`src/rtl/pcpi_vec.sv`:
```
// PCPI vector coprocessor: vsetvli, strided load, vadd and vdot over a private register file.
// Define PCPI_VEC_STORE_EN to add the strided store vss.
module pcpi_vec #(
  parameter int unsigned VLMAX = 4,
  parameter int unsigned NREGS = 32
) (
  input  logic        clk,
  input  logic        resetn,
  input  logic        pcpi_valid,
  input  logic [31:0] pcpi_insn,
  input  logic [31:0] pcpi_cpurs1,
  input  logic [31:0] pcpi_cpurs2,
  output logic        pcpi_wr,
  output logic [31:0] pcpi_rd,
  output logic        pcpi_wait,
  output logic        pcpi_ready,
  output logic        mem_valid,
  input  logic        mem_ready,
  output logic [31:0] mem_addr,
  output logic [31:0] mem_wdata,
  output logic [3:0]  mem_wstrb,
  input  logic [31:0] mem_rdata
);
  localparam int unsigned VlW  = $clog2(VLMAX + 1);
  localparam int unsigned IdxW = (VLMAX > 1) ? $clog2(VLMAX) : 1;

  typedef enum logic [2:0] {
    StIdle, StSetvl, StLdReq, StLdWait, StAlu, StDone, StStReq, StStWait
  } state_e;

  state_e         r_state;
  logic [VlW-1:0] r_vl;
  logic [VlW-1:0] r_idx;
  logic [10:0]    r_vtype;
  logic [4:0]     r_vd, r_vs1, r_vs2;
  logic           r_is_dot;
  logic [31:0]    r_rs1, r_stride, r_addr;
  logic           r_wr, r_wait, r_ready, r_mem_valid;
  logic [31:0]    r_rd;
  logic [31:0]    r_vrf [NREGS][VLMAX];

  logic [6:0]      w_opcode;
  logic [2:0]      w_f3;
  logic [5:0]      w_f6;
  logic            w_is_setvl, w_is_vls, w_is_valu, w_is_vadd, w_is_vdot, w_is_vss, w_accept;
  logic [IdxW-1:0] w_elem;
  logic [31:0]     w_a, w_b, w_d, w_alu, w_rf_data;
  logic            w_rf_we;
  logic [VlW-1:0]  w_new_vl;
  logic            w_unused;

  assign w_opcode   = pcpi_insn[6:0];
  assign w_f3       = pcpi_insn[14:12];
  assign w_f6       = pcpi_insn[31:26];
  assign w_is_setvl = (w_opcode == 7'b1010111) && (w_f3 == 3'b111) && !pcpi_insn[31];
  assign w_is_vls   = (w_opcode == 7'b0000111) && (w_f3 == 3'b111) && (pcpi_insn[27:26] == 2'b10);
  assign w_is_valu  = (w_opcode == 7'b1010111) && (w_f3 == 3'b000);
  assign w_is_vadd  = w_is_valu && (w_f6 == 6'b000000);
  assign w_is_vdot  = w_is_valu && (w_f6 == 6'b111001);
`ifdef PCPI_VEC_STORE_EN
  assign w_is_vss   = (w_opcode == 7'b0100111) && (w_f3 == 3'b111) && (pcpi_insn[27:26] == 2'b10);
`else
  assign w_is_vss   = 1'b0;
`endif
  assign w_accept   = pcpi_valid && (r_state == StIdle) &&
                      (w_is_setvl || w_is_vls || w_is_vadd || w_is_vdot || w_is_vss);

  assign w_new_vl = (r_rs1 > 32'(VLMAX)) ? VlW'(VLMAX) : r_rs1[VlW-1:0];
  assign w_elem   = r_idx[IdxW-1:0];
  assign w_a      = r_vrf[r_vs2][w_elem];
  assign w_b      = r_vrf[r_vs1][w_elem];
  assign w_d      = r_vrf[r_vd][w_elem];
  assign w_alu    = r_is_dot ? (w_d + w_a * w_b) : (w_a + w_b);
  assign w_unused = ^r_vtype;

  // Writes are suppressed while reset is held so an aborted op leaves vd alone.
  always_comb begin
    w_rf_we   = 1'b0;
    w_rf_data = w_alu;
    if (!resetn) begin
      if (r_state == StAlu && r_idx < r_vl) begin
        w_rf_we = 1'b1;
      end else if (r_state == StLdWait && mem_ready) begin
        w_rf_we   = 1'b1;
        w_rf_data = mem_rdata;
      end
    end
  end

  always_ff @(posedge clk) begin
    if (w_rf_we) r_vrf[r_vd][w_elem] <= w_rf_data;
  end

`ifdef PCPI_VEC_STORE_EN
  logic [31:0] r_wdata;
  logic [3:0]  r_wstrb;
  assign mem_wdata = r_wdata;
  assign mem_wstrb = r_wstrb;
`else
  assign mem_wdata = '0;
  assign mem_wstrb = '0;
`endif

  always_ff @(posedge clk or posedge resetn) begin
    if (resetn) begin
      r_state     <= StIdle;
      r_vl        <= '0;
      r_idx       <= '0;
      r_vtype     <= '0;
      r_vd        <= '0;
      r_vs1       <= '0;
      r_vs2       <= '0;
      r_is_dot    <= 1'b0;
      r_rs1       <= '0;
      r_stride    <= '0;
      r_addr      <= '0;
      r_wr        <= 1'b0;
      r_rd        <= '0;
      r_wait      <= 1'b0;
      r_ready     <= 1'b0;
      r_mem_valid <= 1'b0;
`ifdef PCPI_VEC_STORE_EN
      r_wdata     <= '0;
      r_wstrb     <= '0;
`endif
    end else begin
      unique case (r_state)
        StIdle: begin
          if (w_accept) begin
            r_vd     <= pcpi_insn[11:7];
            r_vs1    <= pcpi_insn[19:15];
            r_vs2    <= pcpi_insn[24:20];
            r_rs1    <= pcpi_cpurs1;
            r_addr   <= pcpi_cpurs1;
            r_stride <= pcpi_cpurs2;
            r_is_dot <= w_is_vdot;
            r_idx    <= '0;
            r_wait   <= 1'b1;
            if (w_is_setvl) begin
              r_vtype <= pcpi_insn[30:20];
              r_state <= StSetvl;
            end else if (w_is_vls) begin
              r_state <= StLdReq;
            end else if (w_is_vss) begin
              r_state <= StStReq;
            end else begin
              r_state <= StAlu;
            end
          end
        end
        StSetvl: begin
          r_vl    <= w_new_vl;
          r_rd    <= 32'(w_new_vl);
          r_wr    <= 1'b1;
          r_ready <= 1'b1;
          r_wait  <= 1'b0;
          r_state <= StDone;
        end
        StLdReq: begin
          if (r_idx >= r_vl) begin
            r_ready <= 1'b1;
            r_wait  <= 1'b0;
            r_state <= StDone;
          end else begin
            r_mem_valid <= 1'b1;
            r_state     <= StLdWait;
          end
        end
        StLdWait: begin
          if (mem_ready) begin
            r_mem_valid <= 1'b0;
            r_idx       <= r_idx + VlW'(1);
            r_addr      <= r_addr + r_stride;
            r_state     <= StLdReq;
          end
        end
        StAlu: begin
          if (r_idx < r_vl) begin
            r_idx <= r_idx + VlW'(1);
          end else begin
            r_ready <= 1'b1;
            r_wait  <= 1'b0;
            r_state <= StDone;
          end
        end
`ifdef PCPI_VEC_STORE_EN
        StStReq: begin
          if (r_idx >= r_vl) begin
            r_ready <= 1'b1;
            r_wait  <= 1'b0;
            r_state <= StDone;
          end else begin
            r_mem_valid <= 1'b1;
            r_wstrb     <= 4'b1111;
            r_wdata     <= w_d;
            r_state     <= StStWait;
          end
        end
        StStWait: begin
          if (mem_ready) begin
            r_mem_valid <= 1'b0;
            r_wstrb     <= 4'b0000;
            r_idx       <= r_idx + VlW'(1);
            r_addr      <= r_addr + r_stride;
            r_state     <= StStReq;
          end
        end
`endif
        StDone: begin
          r_ready <= 1'b0;
          r_wr    <= 1'b0;
          r_rd    <= '0;
          r_state <= StIdle;
        end
        default: r_state <= StIdle;
      endcase
    end
  end

  assign pcpi_wr    = r_wr;
  assign pcpi_rd    = r_rd;
  assign pcpi_wait  = r_wait;
  assign pcpi_ready = r_ready;
  assign mem_valid  = r_mem_valid;
  assign mem_addr   = r_addr;

endmodule

```
`config.mk`:
```
export PLATFORM = sky130hd
export DESIGN_NAME = pcpi_vec
export DESIGN_NICKNAME = d
export VERILOG_FILES = /design/src/rtl/pcpi_vec.sv
export SDC_FILE = /design/constraint.sdc
export NUM_CORES = 1
export LEC_CHECK = 0
export CORE_ASPECT_RATIO = 1.2
export CORE_MARGIN = 2
export CORE_UTILIZATION = 61
export CTS_BUF_LIST = sky130_fd_sc_hd__clkbuf_4
export DETAILED_ROUTE_END_ITERATION = 10
export DONT_BUFFER_PORTS = 1
export PLACE_DENSITY = 0.81
export SYNTH_ARGS = -nofsm -noshare
export SYNTH_HDL_FRONTEND = slang
export SYNTH_SLANG_ARGS = --single-unit
```
`constraint.sdc`:
```
create_clock -name clk -period 4.9 [get_ports clk]
set_clock_uncertainty 0.2 [all_clocks]
set_input_delay 0.49 -clock clk [delete_from_list [all_inputs] [get_ports clk]]
set_output_delay 0.49 -clock clk [all_outputs]
set_load 0.005 [all_outputs]
```
==> summary.txt <==
Worst setup path
  – Crit path cell chain: ha_1 -> fa_1 -> a21oi_1 -> o2111ai_1 -> a2111oi_2 -> nor4b_2 -> nor3_1 -> o21ai_1 -> xnor2_1 -> o211ai_1
  – CP Class: flip-flop to flip-flop
  – CP max stage cell: a2111oi_2
  – RR Startpoint: mem_addr[0]
  – Critical Path Fanout Max: 4
  – Crit path from: mem_addr[0]
  – Startpoint Class: flip-flop
  – Worst path max stage delay: between 0.6 and 0.7 ns
  – Worst EP arrival: 3.77 ns
  – CP required: approximately 5.2 ns
  – CP endpoint kind: flip-flop

Clocking
  – H-tree levels: 3
  – Cts bufs inserted: 9
  – Post-CTS Setup Inserts: 0
  – Worst-skew pair later-pin latency: 0.52 ns
  – Post-CTS sizing: 0
  – CTS Root Cell: clkbuf_4
  – Clock sink total: around 110
  – Hold_buf cts: slightly below 70
  – CTS tree: built
  – Clock transition at path regs: between 0.15 and 0.2 ns
  – CTS max path bufs: 2

Finish
  – Fin nets: 1,115
  – Share of post-route cells with drive strength above 1: between 4 and 5%
  – Post-route cell area: roughly 0.0080 mm^2
  – ANT cells: 0
  – Fill count: ~1,000
  – Syn-to-layout area delta: 9.324%

GRT
  – GR Util met3: 7.378%
  – Largest net degree at the start of global routing: 70
  – Total global routing overflow: 0
  – Met2 Resource Use GR: 50.41%
  – Initial antenna violation count: 0
  – Total GRT Usage: 28.99%
  – GRT busiest layer: met2
  – Grt met1 use: a little over a third
  – Vias in the first global route: 6,033
  – First-pass GRT wire length: roughly 30 mm

Power and ir drop
  – Pwr Density: about 230 mW/mm^2
  – Leakage: 3.960 nW
  – Peak VDD IR: roughly 0.15 mV

STA
  – Max Fclk: around 0.28 GHz
  – Setup tns final: 0 ns
  – Worst-margin pin slew: ~0.84 ns
  – Max_slew headroom: about 44%
  – RSZ-0062 raised after global routing: false
  – Tmin final: approximately 3.5 ns
  – Final Hold Viols: 1
  – Final setup violation count: 0
  – Fin. max-slew vios: 0
  – Final period util: between 70 and 80%
  – WHS: -0.004299 ns

Die
  – Core Region: 0.01162 mm^2
  – Initial Util: a little over three fifths
  – DIE HEIGHT: roughly 120 um
  – Row cnt: 43
  – DIE WIDTH: between 100 and 150 um
  – Die area: between 0.01 and 0.015 mm^2
  – IO Count: roughly 240

Logic synthesis
  – Post-synth EDFFs: 0
  – Synth cell types: 72
  – Synth Cell Area: 0.007327 mm^2
  – Synth Flop Type: dfrtp_1
  – Synthesized instance count: around 900
  – Yosys top cell by area: dfrtp_1
  – Commonest cells in the netlist: nand2_1 (263), dfrtp_1 (112), buf_4 (65), a21oi_1 (58), nor2_1 (54)
  – Count leader, synth: nand2_1
  – Post-synth ARST share: 100.0%
  – Avg Cell Area, Syn: 8.114 um^2
  – FF+latch count, synth: between 100 and 150
  – Share of the synthesized area in the top cell type: approximately two fifths
  – Yosys warns: 0
  – Top cells by area, synth: dfrtp_1 (38%), nand2_1 (13%), buf_4 (6.7%)
  – Sequential area share after synthesis: a little under two fifths

Route
  – Drc violations: 0
  – Total number of vias: approximately 6.4k
  – TritonRoute pass-1 iters: 5
  – Wirelength per Cell: 16.52 um
  – Routed Wire Length: ~18 mm
  – Vias/cell: between 5 and 6
  – Detail Route Antenna Nets: 0
  – Initial drt markers: 527

Flow run
  – Max_cap viols: 0

Place
  – Area after DPL: 0.007179 mm^2
  – DP HPWL: 12.48 mm
  – Placer congestion estimate: around 0.93
  – Port bufs: 0

Status
  – Result of the run: finished with violations
  – Failing checks: negative hold slack

Hold path
  – Worst Hold Class: primary input to flip-flop
  – Hold Crit Start: pcpi_cpurs1[19]
## final timing paths
path,to,slack [ns],depth (start not counted)
max,mem_addr[24],1.38,10
min,mem_addr[19],-0.004,2
max reg2reg,mem_addr[24],1.38,10
min reg2reg,r_rs1[26],0.29,2
max in group asynchronous,mem_addr[25],3.04,3
min in group asynchronous,pcpi_wr,0.39,2
## cells in the final DEF (no fill, tap or decap), types with 11 or more instances in the layout
master / count
xnor2_1: 20
nor2b_1: 11
a21o_1: 11
clkbuf_4: 11
a21oi_1: 58
nand2_1: 263
inv_1: 16
nor2_1: 53
dfrtp_1: 112
nor4_1: 11
dlygate4sd3_1: 69
o21ai_0: 40
conb_1: 65
ha_1: 35
a31oi_1: 15
## state kept, by name (all words and copies together) (netlist names)
signal and cells:
r_rs1 32, mem_valid 1, mem_addr 32, pcpi_ready 1, r_stride 32, pcpi_wait 1, r_vl 3, r_idx 3
pcpi_wr 1, pcpi_rd 3, r_state 3
## metrics by stage
| stage | setup slack, ns | std cells | power, mW | util, % | hold slack (ns) |
|---|---|---|---|---|---|
| after global placement | 1.549 | 1024 | 1.348 | 61.78 | 0.2418 |
| after floorplan | 1.251 | 967 | 1.331 | - | 0.2301 |
| final | 1.379 | 1109 | 1.878 | 68.93 | -0.004299 |
| after global routing | 1.151 | 1109 | 1.979 | 68.93 | 0.002182 |
| after detailed placement | 1.507 | 1024 | 1.357 | 61.78 | 0.2560 |
| after CTS | 1.447 | 1108 | 1.875 | 68.84 | 0.002019 |
## kinds of logic after synthesis
logic type                 share of synthesized area (%)
AOI/OAI and AO/OA                                  17.15
xor gates and xnor gates                           2.510
adders and majority gates                          6.250
buffers and inverters                              9.750
DFF                                                38.25
muxes                                              1.230
other                                            0.05118
and+or+nand+nor                                    24.81
## cell type report
class	count	area, um^2	area share [%]
timing repair buffer	76	743.2	9.278
clock buffer	11	82.58	1.031
clock inverter	5	57.56	0.7185
sequential	112	2803	34.99
tap	157	196.4	2.452
inverter	17	66.31	0.8279
multi-input combinational	731	4061	50.70
## worst max-delay path: cells and delay by family (launching register included)
family | cells | cell delay, ns
flops | 1 | 0.44
xor+xnor | 1 | 0.14
simple gates | 2 | 0.50
compound gates | 5 | 1.48
fa+ha+maj | 2 | 0.68
## power by group
group	internal, mW	total [mW]	switching, mW
combinational	0.159	0.360	0.202
sequential	0.967	1.03	0.0668
clock	0.166	0.484	0.318
total	1.29	1.88	0.586
## layer usage
layer / up-vias / share of wire [%]
met5: - / 0
met2: 273 / 49
met3: 30 / 7.6
met4: 0 / 2.2
li1: 3054 / -
met1: 2999 / 41
Note: power is estimated with default switching activity, not from simulation.
